===== src/rtl/vector_exec_core_if.sv =====
// Bus bundle between vector_exec_core and its code ROM / data RAM / controller.
//  master : the core (drives addresses, write port and status)
//  slave  : the environment (drives trigger, start address, ROM and RAM data)
interface vector_exec_core_if #(
  parameter int unsigned ROM_AW  = 16,
  parameter int unsigned DATA_AW = 8,
  parameter int unsigned ROW_W   = 96,
  parameter int unsigned INSTR_W = 32
);
  logic               iTrigger;
  logic [ROM_AW-1:0]  iInitialCodeAddress;
  logic [ROM_AW-1:0]  oInstructionPointer;
  logic [INSTR_W-1:0] iEncodedInstruction;
  logic [DATA_AW-1:0] oDataReadAddress0;
  logic [DATA_AW-1:0] oDataReadAddress1;
  logic [ROW_W-1:0]   iDataRead0;
  logic [ROW_W-1:0]   iDataRead1;
  logic               oDataWriteEnable;
  logic [DATA_AW-1:0] oDataWriteAddress;
  logic [ROW_W-1:0]   oDataBus;
  logic               oBusy;
  logic               oDone;
  logic               oReturnCode;
  logic               oError;

  modport master (
    input  iTrigger, iInitialCodeAddress, iEncodedInstruction, iDataRead0, iDataRead1,
    output oInstructionPointer, oDataReadAddress0, oDataReadAddress1,
           oDataWriteEnable, oDataWriteAddress, oDataBus,
           oBusy, oDone, oReturnCode, oError
  );

  modport slave (
    output iTrigger, iInitialCodeAddress, iEncodedInstruction, iDataRead0, iDataRead1,
    input  oInstructionPointer, oDataReadAddress0, oDataReadAddress1,
           oDataWriteEnable, oDataWriteAddress, oDataBus,
           oBusy, oDone, oReturnCode, oError
  );
endinterface


===== src/rtl/vector_exec_core.sv =====
// Multi-cycle LANES-wide integer vector core: fetch, operand read, execute/write-back,
// with jumps, lane-0 compare branches and a CALL/RET return stack.
// Ports:
//  clk, rst_n : clock, asynchronous active-low reset
//  bus        : master side of vector_exec_core_if (trigger, ROM/RAM ports, write port, status)
module vector_exec_core #(
  parameter int unsigned LANES       = 3,
  parameter int unsigned WIDTH       = 32,
  parameter int unsigned ROM_AW      = 16,
  parameter int unsigned DATA_AW     = 8,
  parameter int unsigned STACK_DEPTH = 4
) (
  input  logic                 clk,
  input  logic                 rst_n,
  vector_exec_core_if.master   bus
);

  localparam int unsigned ROW_W   = LANES * WIDTH;
  localparam int unsigned INSTR_W = 8 + 3 * DATA_AW;
  localparam int unsigned SP_W    = $clog2(STACK_DEPTH + 1);
  localparam int unsigned IDX_W   = (STACK_DEPTH > 1) ? $clog2(STACK_DEPTH) : 1;

  localparam logic [7:0] OP_ADD  = 8'h01;
  localparam logic [7:0] OP_SUB  = 8'h02;
  localparam logic [7:0] OP_MOV  = 8'h03;
  localparam logic [7:0] OP_AND  = 8'h04;
  localparam logic [7:0] OP_JMP  = 8'h10;
  localparam logic [7:0] OP_JEQ  = 8'h11;
  localparam logic [7:0] OP_JLT  = 8'h12;
  localparam logic [7:0] OP_CALL = 8'h20;
  localparam logic [7:0] OP_RET  = 8'h21;
  localparam logic [7:0] OP_EXIT = 8'h3F;

  typedef enum logic [1:0] {IDLE, FETCH, READ, EXEC} state_t;

  state_t             state;
  logic [ROM_AW-1:0]  ip;
  logic [INSTR_W-1:0] instr;
  logic [SP_W-1:0]    sp;
  logic [ROM_AW-1:0]  retStack [STACK_DEPTH];

  logic [7:0]         opcode;
  logic [DATA_AW-1:0] dst;
  logic [DATA_AW-1:0] src0;
  logic [ROM_AW-1:0]  jumpTarget;
  logic [ROM_AW-1:0]  branchTarget;
  logic [ROM_AW-1:0]  ipNext;
  logic [ROW_W-1:0]   aluResult;
  logic               aluWrite;
  logic               lane0Eq;
  logic               lane0Lt;

  // The IP register is the ROM address; it only changes on entry to FETCH.
  assign bus.oInstructionPointer = ip;

  assign opcode       = instr[INSTR_W-1 -: 8];
  assign dst          = instr[3*DATA_AW-1 -: DATA_AW];
  assign src0         = instr[2*DATA_AW-1 -: DATA_AW];
  assign jumpTarget   = ROM_AW'({dst, src0});
  assign branchTarget = ROM_AW'(dst);
  assign ipNext       = ip + ROM_AW'(1);

  assign aluWrite = (opcode == OP_ADD) || (opcode == OP_SUB) ||
                    (opcode == OP_MOV) || (opcode == OP_AND);
  assign lane0Eq  = bus.iDataRead0[ROW_W-1 -: WIDTH] == bus.iDataRead1[ROW_W-1 -: WIDTH];
  assign lane0Lt  = $signed(bus.iDataRead0[ROW_W-1 -: WIDTH]) <
                    $signed(bus.iDataRead1[ROW_W-1 -: WIDTH]);

  // Per-lane ALU; lanes wrap independently, lane 0 occupies the MSBs.
  always_comb begin
    logic [WIDTH-1:0] laneA;
    logic [WIDTH-1:0] laneB;
    logic [WIDTH-1:0] laneR;
    aluResult = '0;
    laneA     = '0;
    laneB     = '0;
    laneR     = '0;
    for (int k = 0; k < int'(LANES); k++) begin
      laneA = bus.iDataRead0[ROW_W-1-k*WIDTH -: WIDTH];
      laneB = bus.iDataRead1[ROW_W-1-k*WIDTH -: WIDTH];
      case (opcode)
        OP_ADD:  laneR = laneA + laneB;
        OP_SUB:  laneR = laneA - laneB;
        OP_MOV:  laneR = laneA;
        OP_AND:  laneR = laneA & laneB;
        default: laneR = '0;
      endcase
      aluResult[ROW_W-1-k*WIDTH -: WIDTH] = laneR;
    end
  end

  // Control FSM with all outputs registered.
  always_ff @(posedge clk or negedge rst_n) begin
    if (!rst_n) begin
      state                 <= IDLE;
      ip                    <= '0;
      instr                 <= '0;
      sp                    <= '0;
      for (int i = 0; i < int'(STACK_DEPTH); i++) retStack[i] <= '0;
      bus.oDataReadAddress0 <= '0;
      bus.oDataReadAddress1 <= '0;
      bus.oDataWriteEnable  <= 1'b0;
      bus.oDataWriteAddress <= '0;
      bus.oDataBus          <= '0;
      bus.oBusy             <= 1'b0;
      bus.oDone             <= 1'b0;
      bus.oReturnCode       <= 1'b0;
      bus.oError            <= 1'b0;
    end else begin
      bus.oDataWriteEnable <= 1'b0;
      bus.oDone            <= 1'b0;
      case (state)
        IDLE: begin
          if (bus.iTrigger) begin
            ip              <= bus.iInitialCodeAddress;
            sp              <= '0;
            bus.oReturnCode <= 1'b0;
            bus.oError      <= 1'b0;
            bus.oBusy       <= 1'b1;
            state           <= FETCH;
          end
        end
        FETCH: state <= READ;
        READ: begin
          instr                 <= bus.iEncodedInstruction;
          bus.oDataReadAddress0 <= bus.iEncodedInstruction[2*DATA_AW-1 -: DATA_AW];
          bus.oDataReadAddress1 <= bus.iEncodedInstruction[DATA_AW-1:0];
          state                 <= EXEC;
        end
        EXEC: begin
          state <= FETCH;
          ip    <= ipNext;
          if (aluWrite) begin
            bus.oDataWriteEnable  <= 1'b1;
            bus.oDataWriteAddress <= dst;
            bus.oDataBus          <= aluResult;
          end
          case (opcode)
            OP_JMP: ip <= jumpTarget;
            OP_JEQ: if (lane0Eq) ip <= branchTarget;
            OP_JLT: if (lane0Lt) ip <= branchTarget;
            OP_CALL: begin
              if (sp == SP_W'(STACK_DEPTH)) begin
                bus.oError <= 1'b1;
                bus.oDone  <= 1'b1;
                bus.oBusy  <= 1'b0;
                state      <= IDLE;
              end else begin
                retStack[IDX_W'(sp)] <= ipNext;
                sp                   <= sp + SP_W'(1);
                ip                   <= jumpTarget;
              end
            end
            OP_RET: begin
              if (sp == '0) begin
                bus.oError <= 1'b1;
                bus.oDone  <= 1'b1;
                bus.oBusy  <= 1'b0;
                state      <= IDLE;
              end else begin
                ip <= retStack[IDX_W'(sp - SP_W'(1))];
                sp <= sp - SP_W'(1);
              end
            end
            OP_EXIT: begin
              bus.oReturnCode <= instr[0];
              bus.oDone       <= 1'b1;
              bus.oBusy       <= 1'b0;
              state           <= IDLE;
            end
            default: ;
          endcase
        end
        default: state <= IDLE;
      endcase
    end
  end

endmodule


===== src/flat_wrapper.sv =====
// flat-port wrapper written by rule: the top's interface ports become plain ports
module vector_exec_core_flat 
#(
  parameter int unsigned LANES       = 3,
  parameter int unsigned WIDTH       = 32,
  parameter int unsigned ROM_AW      = 16,
  parameter int unsigned DATA_AW     = 8,
  parameter int unsigned STACK_DEPTH = 4
)
  (clk, rst_n, bus_iTrigger, bus_iInitialCodeAddress, bus_iEncodedInstruction, bus_iDataRead0, bus_iDataRead1, bus_oInstructionPointer, bus_oDataReadAddress0, bus_oDataReadAddress1, bus_oDataWriteEnable, bus_oDataWriteAddress, bus_oDataBus, bus_oBusy, bus_oDone, bus_oReturnCode, bus_oError);
  vector_exec_core_if #(.ROM_AW(ROM_AW), .DATA_AW(DATA_AW), .ROW_W(96), .INSTR_W(32)) bus_i ();
  input  logic clk;
  input  logic rst_n;
  input wire logic [$bits(bus_i.iTrigger)-1:0] bus_iTrigger;
  input wire logic [$bits(bus_i.iInitialCodeAddress)-1:0] bus_iInitialCodeAddress;
  input wire logic [$bits(bus_i.iEncodedInstruction)-1:0] bus_iEncodedInstruction;
  input wire logic [$bits(bus_i.iDataRead0)-1:0] bus_iDataRead0;
  input wire logic [$bits(bus_i.iDataRead1)-1:0] bus_iDataRead1;
  output wire logic [$bits(bus_i.oInstructionPointer)-1:0] bus_oInstructionPointer;
  output wire logic [$bits(bus_i.oDataReadAddress0)-1:0] bus_oDataReadAddress0;
  output wire logic [$bits(bus_i.oDataReadAddress1)-1:0] bus_oDataReadAddress1;
  output wire logic [$bits(bus_i.oDataWriteEnable)-1:0] bus_oDataWriteEnable;
  output wire logic [$bits(bus_i.oDataWriteAddress)-1:0] bus_oDataWriteAddress;
  output wire logic [$bits(bus_i.oDataBus)-1:0] bus_oDataBus;
  output wire logic [$bits(bus_i.oBusy)-1:0] bus_oBusy;
  output wire logic [$bits(bus_i.oDone)-1:0] bus_oDone;
  output wire logic [$bits(bus_i.oReturnCode)-1:0] bus_oReturnCode;
  output wire logic [$bits(bus_i.oError)-1:0] bus_oError;
  assign bus_i.iTrigger = bus_iTrigger;
  assign bus_i.iInitialCodeAddress = bus_iInitialCodeAddress;
  assign bus_i.iEncodedInstruction = bus_iEncodedInstruction;
  assign bus_i.iDataRead0 = bus_iDataRead0;
  assign bus_i.iDataRead1 = bus_iDataRead1;
  assign bus_oInstructionPointer = bus_i.oInstructionPointer;
  assign bus_oDataReadAddress0 = bus_i.oDataReadAddress0;
  assign bus_oDataReadAddress1 = bus_i.oDataReadAddress1;
  assign bus_oDataWriteEnable = bus_i.oDataWriteEnable;
  assign bus_oDataWriteAddress = bus_i.oDataWriteAddress;
  assign bus_oDataBus = bus_i.oDataBus;
  assign bus_oBusy = bus_i.oBusy;
  assign bus_oDone = bus_i.oDone;
  assign bus_oReturnCode = bus_i.oReturnCode;
  assign bus_oError = bus_i.oError;
  vector_exec_core #(.LANES(LANES), .WIDTH(WIDTH), .ROM_AW(ROM_AW), .DATA_AW(DATA_AW), .STACK_DEPTH(STACK_DEPTH)) u_core (.clk(clk), .rst_n(rst_n), .bus(bus_i));
endmodule

===== config.mk =====
export PLATFORM = sky130hd
export DESIGN_NAME = vector_exec_core_flat
export DESIGN_NICKNAME = d
export VERILOG_FILES = /design/src/rtl/vector_exec_core_if.sv /design/src/rtl/vector_exec_core.sv /design/src/flat_wrapper.sv
export SDC_FILE = /design/constraint.sdc
export NUM_CORES = 1
export LEC_CHECK = 0
export CAP_MARGIN = 20
export CORE_ASPECT_RATIO = 1.1
export CORE_UTILIZATION = 54
export DETAILED_ROUTE_END_ITERATION = 8
export PLACE_DENSITY_LB_ADDON = 0.1
export SLEW_MARGIN = 20
export SYNTH_ARGS = -nofsm -noshare
export SYNTH_HDL_FRONTEND = slang
export SYNTH_SLANG_ARGS = --single-unit

===== constraint.sdc =====
create_clock -name clk -period 5.2 [get_ports clk]
set_clock_uncertainty 0.1 [all_clocks]
set_input_delay 1.04 -clock clk [delete_from_list [all_inputs] [get_ports clk]]
set_output_delay 1.04 -clock clk [all_outputs]
set_load 0.02 [all_outputs]

* After elaboration in Yosys (flattened, before gate mapping)
Index checks and enable logic that the tools add are counted.
** Storage, ports and cells
- Register bits after elaboration :: 242
- Latch bits :: 0
- Bits in writable memories :: 0
- Memory bits (read-only) :: 0
- Input port bits :: 243
- Logic and storage cells :: 117
- Memories kept :: 0
** Operators by class
- Add/sub/neg operators :: 9
- Multiply operators :: 0
- Divide/modulo/power cells :: 0
- $lt $le $gt $ge :: 4
- Equal/unequal tests :: 23
- Shift-type cells :: 0
- Multiplexer cells :: 44
- Bitwise operators :: 6
- Reductions and logical operators :: 14
** Operators by type and width (number)
- $pmux W32 S4 :: 3
- $mux W16 :: 8
- $add A32 B32 Y32 :: 3
- $and A32 B32 Y32 :: 3
- $sub A32 B32 Y32 :: 3
- $pmux W16 S5 :: 1
- $bwmux W64 :: 1
- $bmux W16 S2 :: 1
- $demux W16 S2 :: 1
- $eq A32 B32 Y1 :: 1
- $lt A32 B32 Y1 :: 1
- $pmux W16 S2 :: 1
- $eq A8 B5 Y1 const B :: 3
- $eq A8 B6 Y1 const B :: 3
- $add A16 B1 Y16 const B :: 1
- $eq A8 B2 Y1 const B :: 2
- $reduce_and A5 Y1 :: 3
- $mux W1 :: 14
- $pmux W3 S2 :: 2
- $mux W3 :: 3
- $ne A3 B2 Y1 const B :: 3
- $eq A8 B1 Y1 const B :: 1
- $eq A8 B3 Y1 const B :: 1
- $pmux W1 S2 :: 4
- 23 further kinds :: 33

* Logic depth before layout (Yosys ltp)
- Depth in word-level cells :: 8
- Depth in mapped cells :: 21
- Depth with buffers taken out :: 20

* Worst setup path after synthesis
No wires, ideal clock.
- Path kind :: input to register
- Start point :: input port bus_iDataRead1[42]
- End point :: register u_core.bus.oDataBus[63] (netlist name)
- Setup time :: 0.087 ns
- Arrival time :: 4.806 ns
- Required time :: 5.013 ns
- Path slack :: 0.207 ns
- Stages :: 17
- Path buffers :: 1
- Cells stage by stage :: or4_4 nor4_4 nor4b_4 or2b_1 o31ai_1 xor2_1 ha_1 clkbuf_1 nand4_1 or2_2 nor3_1 o211a_1 nor3_1 o311ai_0 and2_1 nand4_1 o211ai_1
** Between the ends
- Word-level cells in the longest chain between the ends :: 2
** RTL lines
- start, declared :: line flat_wrapper.sv:18 : input wire logic [$bits(bus_i.iDataRead1)-1:0] bus_iDataRead1;
- $sub A32 B32 Y32 or $add A32 B32 Y32 (tied branches) :: line vector_exec_core.sv:83, vector_exec_core.sv:82
- $pmux W32 S4 (*) :: line vector_exec_core.sv:81 : case (opcode)
- end signal, assigned :: line vector_exec_core.sv:136 : bus.oDataBus <= aluResult;
- end, declared :: line vector_exec_core_if.sv:29 : oDataWriteEnable, oDataWriteAddress, oDataBus,
Every way passes the cells marked *; elsewhere a longest branch is shown, timed or not.
A chain may end at the register's enable or synchronous reset.

* Worst setup path after layout
- Start point :: register u_core.instr[26]
- End point :: register u_core.bus.oDataBus[24] (netlist name)
** Between the ends
- Word-level cells in the longest chain between the ends :: 5
** RTL lines
- start, declared :: line vector_exec_core.sv:38 : logic [INSTR_W-1:0] instr;
- start signal, assigned :: line vector_exec_core.sv:125 : instr <= bus.iEncodedInstruction;
- $eq A8 B1 Y1 or $eq A8 B2 Y1 (tied branches) :: line vector_exec_core.sv:63, vector_exec_core.sv:81
- $logic_or A1 B1 Y1 (2 in a row) :: line vector_exec_core.sv:63 : assign aluWrite = (opcode == OP_ADD) || (opcode == OP_SUB) ||
- $logic_or A1 B1 Y1 :: line vector_exec_core.sv:64 : (opcode == OP_MOV) || (opcode == OP_AND);
- $reduce_and A2 Y1 (no line)
Several ways; a longest one is shown, not always the timed one.

==> reports/results.txt <==
switching pwr -> 4.01 mW
clock transition at the registers of the reported paths -> 0.07 ns
smallest hold slack -> 0.359 ns
critical path arrival -> 5.35 ns
Tmin final -> 4.99 ns
sequential power share -> 0.301
Finish-stage setup viols -> 0
fin cells -> 3286
Sw Share -> 0.408
fin crit share -> 0.959
layout cells sized above 1 -> 0.0988
WP buf/inv -> 1
clock latency on the worst-skew pair -> 0.58 ns
Final Instance Area -> 25400 sq um
number of CTS-inserted buffers -> 26
syn_area_per_cell -> 8.19 sq um
row cnt -> 72
Clock Tree Root -> clkbuf_16
grt total ovfl -> 0
dpl cell area -> 24400 sq um
Synth cell types -> 90
top post-synthesis cells by count -> 239 x nand2_1, 226 x dfrtp_1, 219 x nor2_1
die area -> 37100 sq um
first-pass GRT wire length -> 109000 um
vias post-DR -> 20900
Vias/cell -> 6.36
worst-path cell chain -> nor4b_1 > buf_4 > nand2_2 > nand2_1 > o21ai_0 > fa_1 > nor2b_1 > o2111ai_1 > a31oi_1 > a41o_1 > a311o_1 > o21ai_0 > o21ai_0 > mux2i_1 > nand2_1
CTS tree -> built
Max Cap Violations -> 0
Final Hold Viols -> 0
syn nets -> 2785
static leakage -> 11.1 nW
WS Path Type -> reg2reg
DRC Markers -> 0
Chip Width -> 184 um
post-placement cell count -> 3227
Clock Power Share -> 0.210
CTS HTree Levels -> 1
first-iteration detailed-routing DRC count -> 1695
Hold Path Class -> in2async
Max stage delay cell, worst path -> nor4b_1
Syn Inst Count -> 2398
worst vdd ir -> 0.322 mV
drt wl/cell -> 21.4 um
CP max stage delay -> 0.82 ns
final WL -> 70300 um
Top FF cell, synth -> dfrtp_1
final core utilization -> 0.715
post-DP HPWL -> 52000 um
Top Ports -> 384
post-synth top area share -> 0.288
Power Dens Cells -> 387 nW/um^2
Max Freq -> 0.201 GHz
crit-path max FO -> 17
post-synth top area cell -> dfrtp_1
delay-heaviest family, CP -> compound AO/OA/AOI/OAI gates
Yosys reg bits -> 226
final slew viol count -> 0
Final ANT Viol Nets -> 0
GP Congestion -> 0.986
Final Net Count -> 3161
CTS sink cnt -> 226
core area -> 35500 sq um
Post-synth EDFFs -> 0
Tightest Pin Transition -> 1.01 ns
Crit. End Element -> flip-flop
area delta synth->final -> 29.2%
GRT Resource Usage Total -> 0.371
most common cell in the synthesized netlist -> nand2_1
Tot Pwr -> 9.82 mW
sequential element share of the synthesized area -> 0.288
startpoint types -> flip-flop
effective utilization at floorplan -> 0.553
status -> completed
synthesized area -> 19600 sq um
Pre-Repair DR Iteration Count -> 6
Pint -> 5.81 mW
Die Span Y -> 202 um
Gate power share -> 0.489
clock tree buffer depth -> 3
ys async rst share -> 1.00
YS warnings -> 0
Area contributors post-synth -> dfrtp_1 29%, ha_1 8.9%, a21oi_1 5.6%
max_slew headroom -> 0.326
Hold-fix buffers, CTS -> 0
largest net degree at the start of global routing -> 114
initial antenna violation count -> 11
critical path required time -> 5.56 ns
vias in the first global route -> 20600
port bufs -> 383
most frequent CP cell -> o21ai_0
RSZ-0062 raised after global routing -> false
flip-flops by register name (all words and copies together) (netlist names):
signal and count:
u_core.bus.oReturnCode 1, u_core.retStack 64, u_core.bus.oDataBus 96, u_core.state 2, u_core.sp 3, u_core.bus.oError 1, u_core.instr 32, u_core.bus.oInstructionPointer 16
u_core.bus.oDone 1, u_core.bus.oDataWriteAddress 8, u_core.bus.oDataWriteEnable 1, u_core.bus.oBusy 1
power by group through the flow:
stage / Combinational [mW] / Clock (mW) / Sequential [mW]
detailed placement: 4.73 / 0 / 2.95
global route: 5.17 / 2.15 / 3.01
global placement: 4.65 / 0 / 2.93
floorplan: 2.29 / 0 / 3.31
finish: 4.81 / 2.06 / 2.95
CTS: 4.77 / 2.08 / 2.93
final timing paths:
path / to / slack, ns / start / depth (start not counted)
worst min register to register: u_core.bus.oDataBus[70] / 0.38 / u_core.bus.oDataBus[70] / 2
min in group clk: u_core.bus.oDataBus[70] / 0.38 / u_core.bus.oDataBus[70] / 2
max in group asynchronous: u_core.retStack[25] / 3.37 / rst_n / 2
worst min-delay path: u_core.bus.oDataBus[80] / 0.36 / rst_n / 1
worst max register to register: u_core.bus.oDataBus[24] / 0.21 / u_core.instr[26] / 15
worst max-delay path: u_core.bus.oDataBus[24] / 0.21 / u_core.instr[26] / 15
cells in the final DEF (no fill, tap or decap), types with 20 or more instances in the layout:
cell and count:
or3_1 24, nor2_1 218, dfrtp_1 226, a21o_1 67
o21ai_0 189, nand3_1 34, a2bb2oi_1 23, buf_4 125
xor2_1 65, ha_1 139, xnor2_1 72, a21oi_1 218
mux2_2 39, clkdlybuf4s50_1 382, nand2_1 236, clkbuf_16 26
a31oi_1 25, a221oi_1 56, o21bai_1 20, o31ai_1 23
o21a_1 20, inv_1 99, nor3_1 61, nand2b_1 36
through the flow:
stage / worst slack [ns] / TNS [ns]
2_1_floorplan: 0.207 / 0
3_5_place_dp: -0.286 / -1.09
4_1_cts: 0.286 / 0
3_3_place_gp: -0.223 / -0.580
5_1_grt: 0.0431 / 0
6_report: 0.214 / 0
layer usage:
| metal | wire, um | vias to the layer above | GRT usage |
|---|---|---|---|
| met5 | 24 | - | 0 |
| met4 | 3040 | 4 | 0.179 |
| met3 | 5970 | 198 | 0.0631 |
| met2 | 33900 | 1061 | 0.629 |
| met1 | 27400 | 10100 | 0.454 |
| li1 | - | 9535 | - |
cell families after synthesis:
kind of cell | after synthesis | share of synthesized area
mux | 66 | 0.0463
xor+xnor | 137 | 0.0611
flops | 226 | 0.288
buf+inv | 262 | 0.0552
simple gates | 741 | 0.179
fa+ha+maj | 144 | 0.0932
compound gates | 822 | 0.278
final cells by class:
cell class	instances	area, sq um
Sequential cell	226	5660
Antenna cell	11	27.5
Timing Repair Buffer	509	4800
Clock buffer	34	761
Inverter	101	380
Clock inverter	14	201
Fill cell	2921	10100
Multi-Input combinational cell	1910	12900
Tap cell	481	602
timing repair:
action | in CTS | in global routing
setup buffers | 0 | 0
setup endpoints to repair | 0 | 1
gates resized for setup | 0 | 1
No activity file was read; power rests on OpenSTA's default activity.
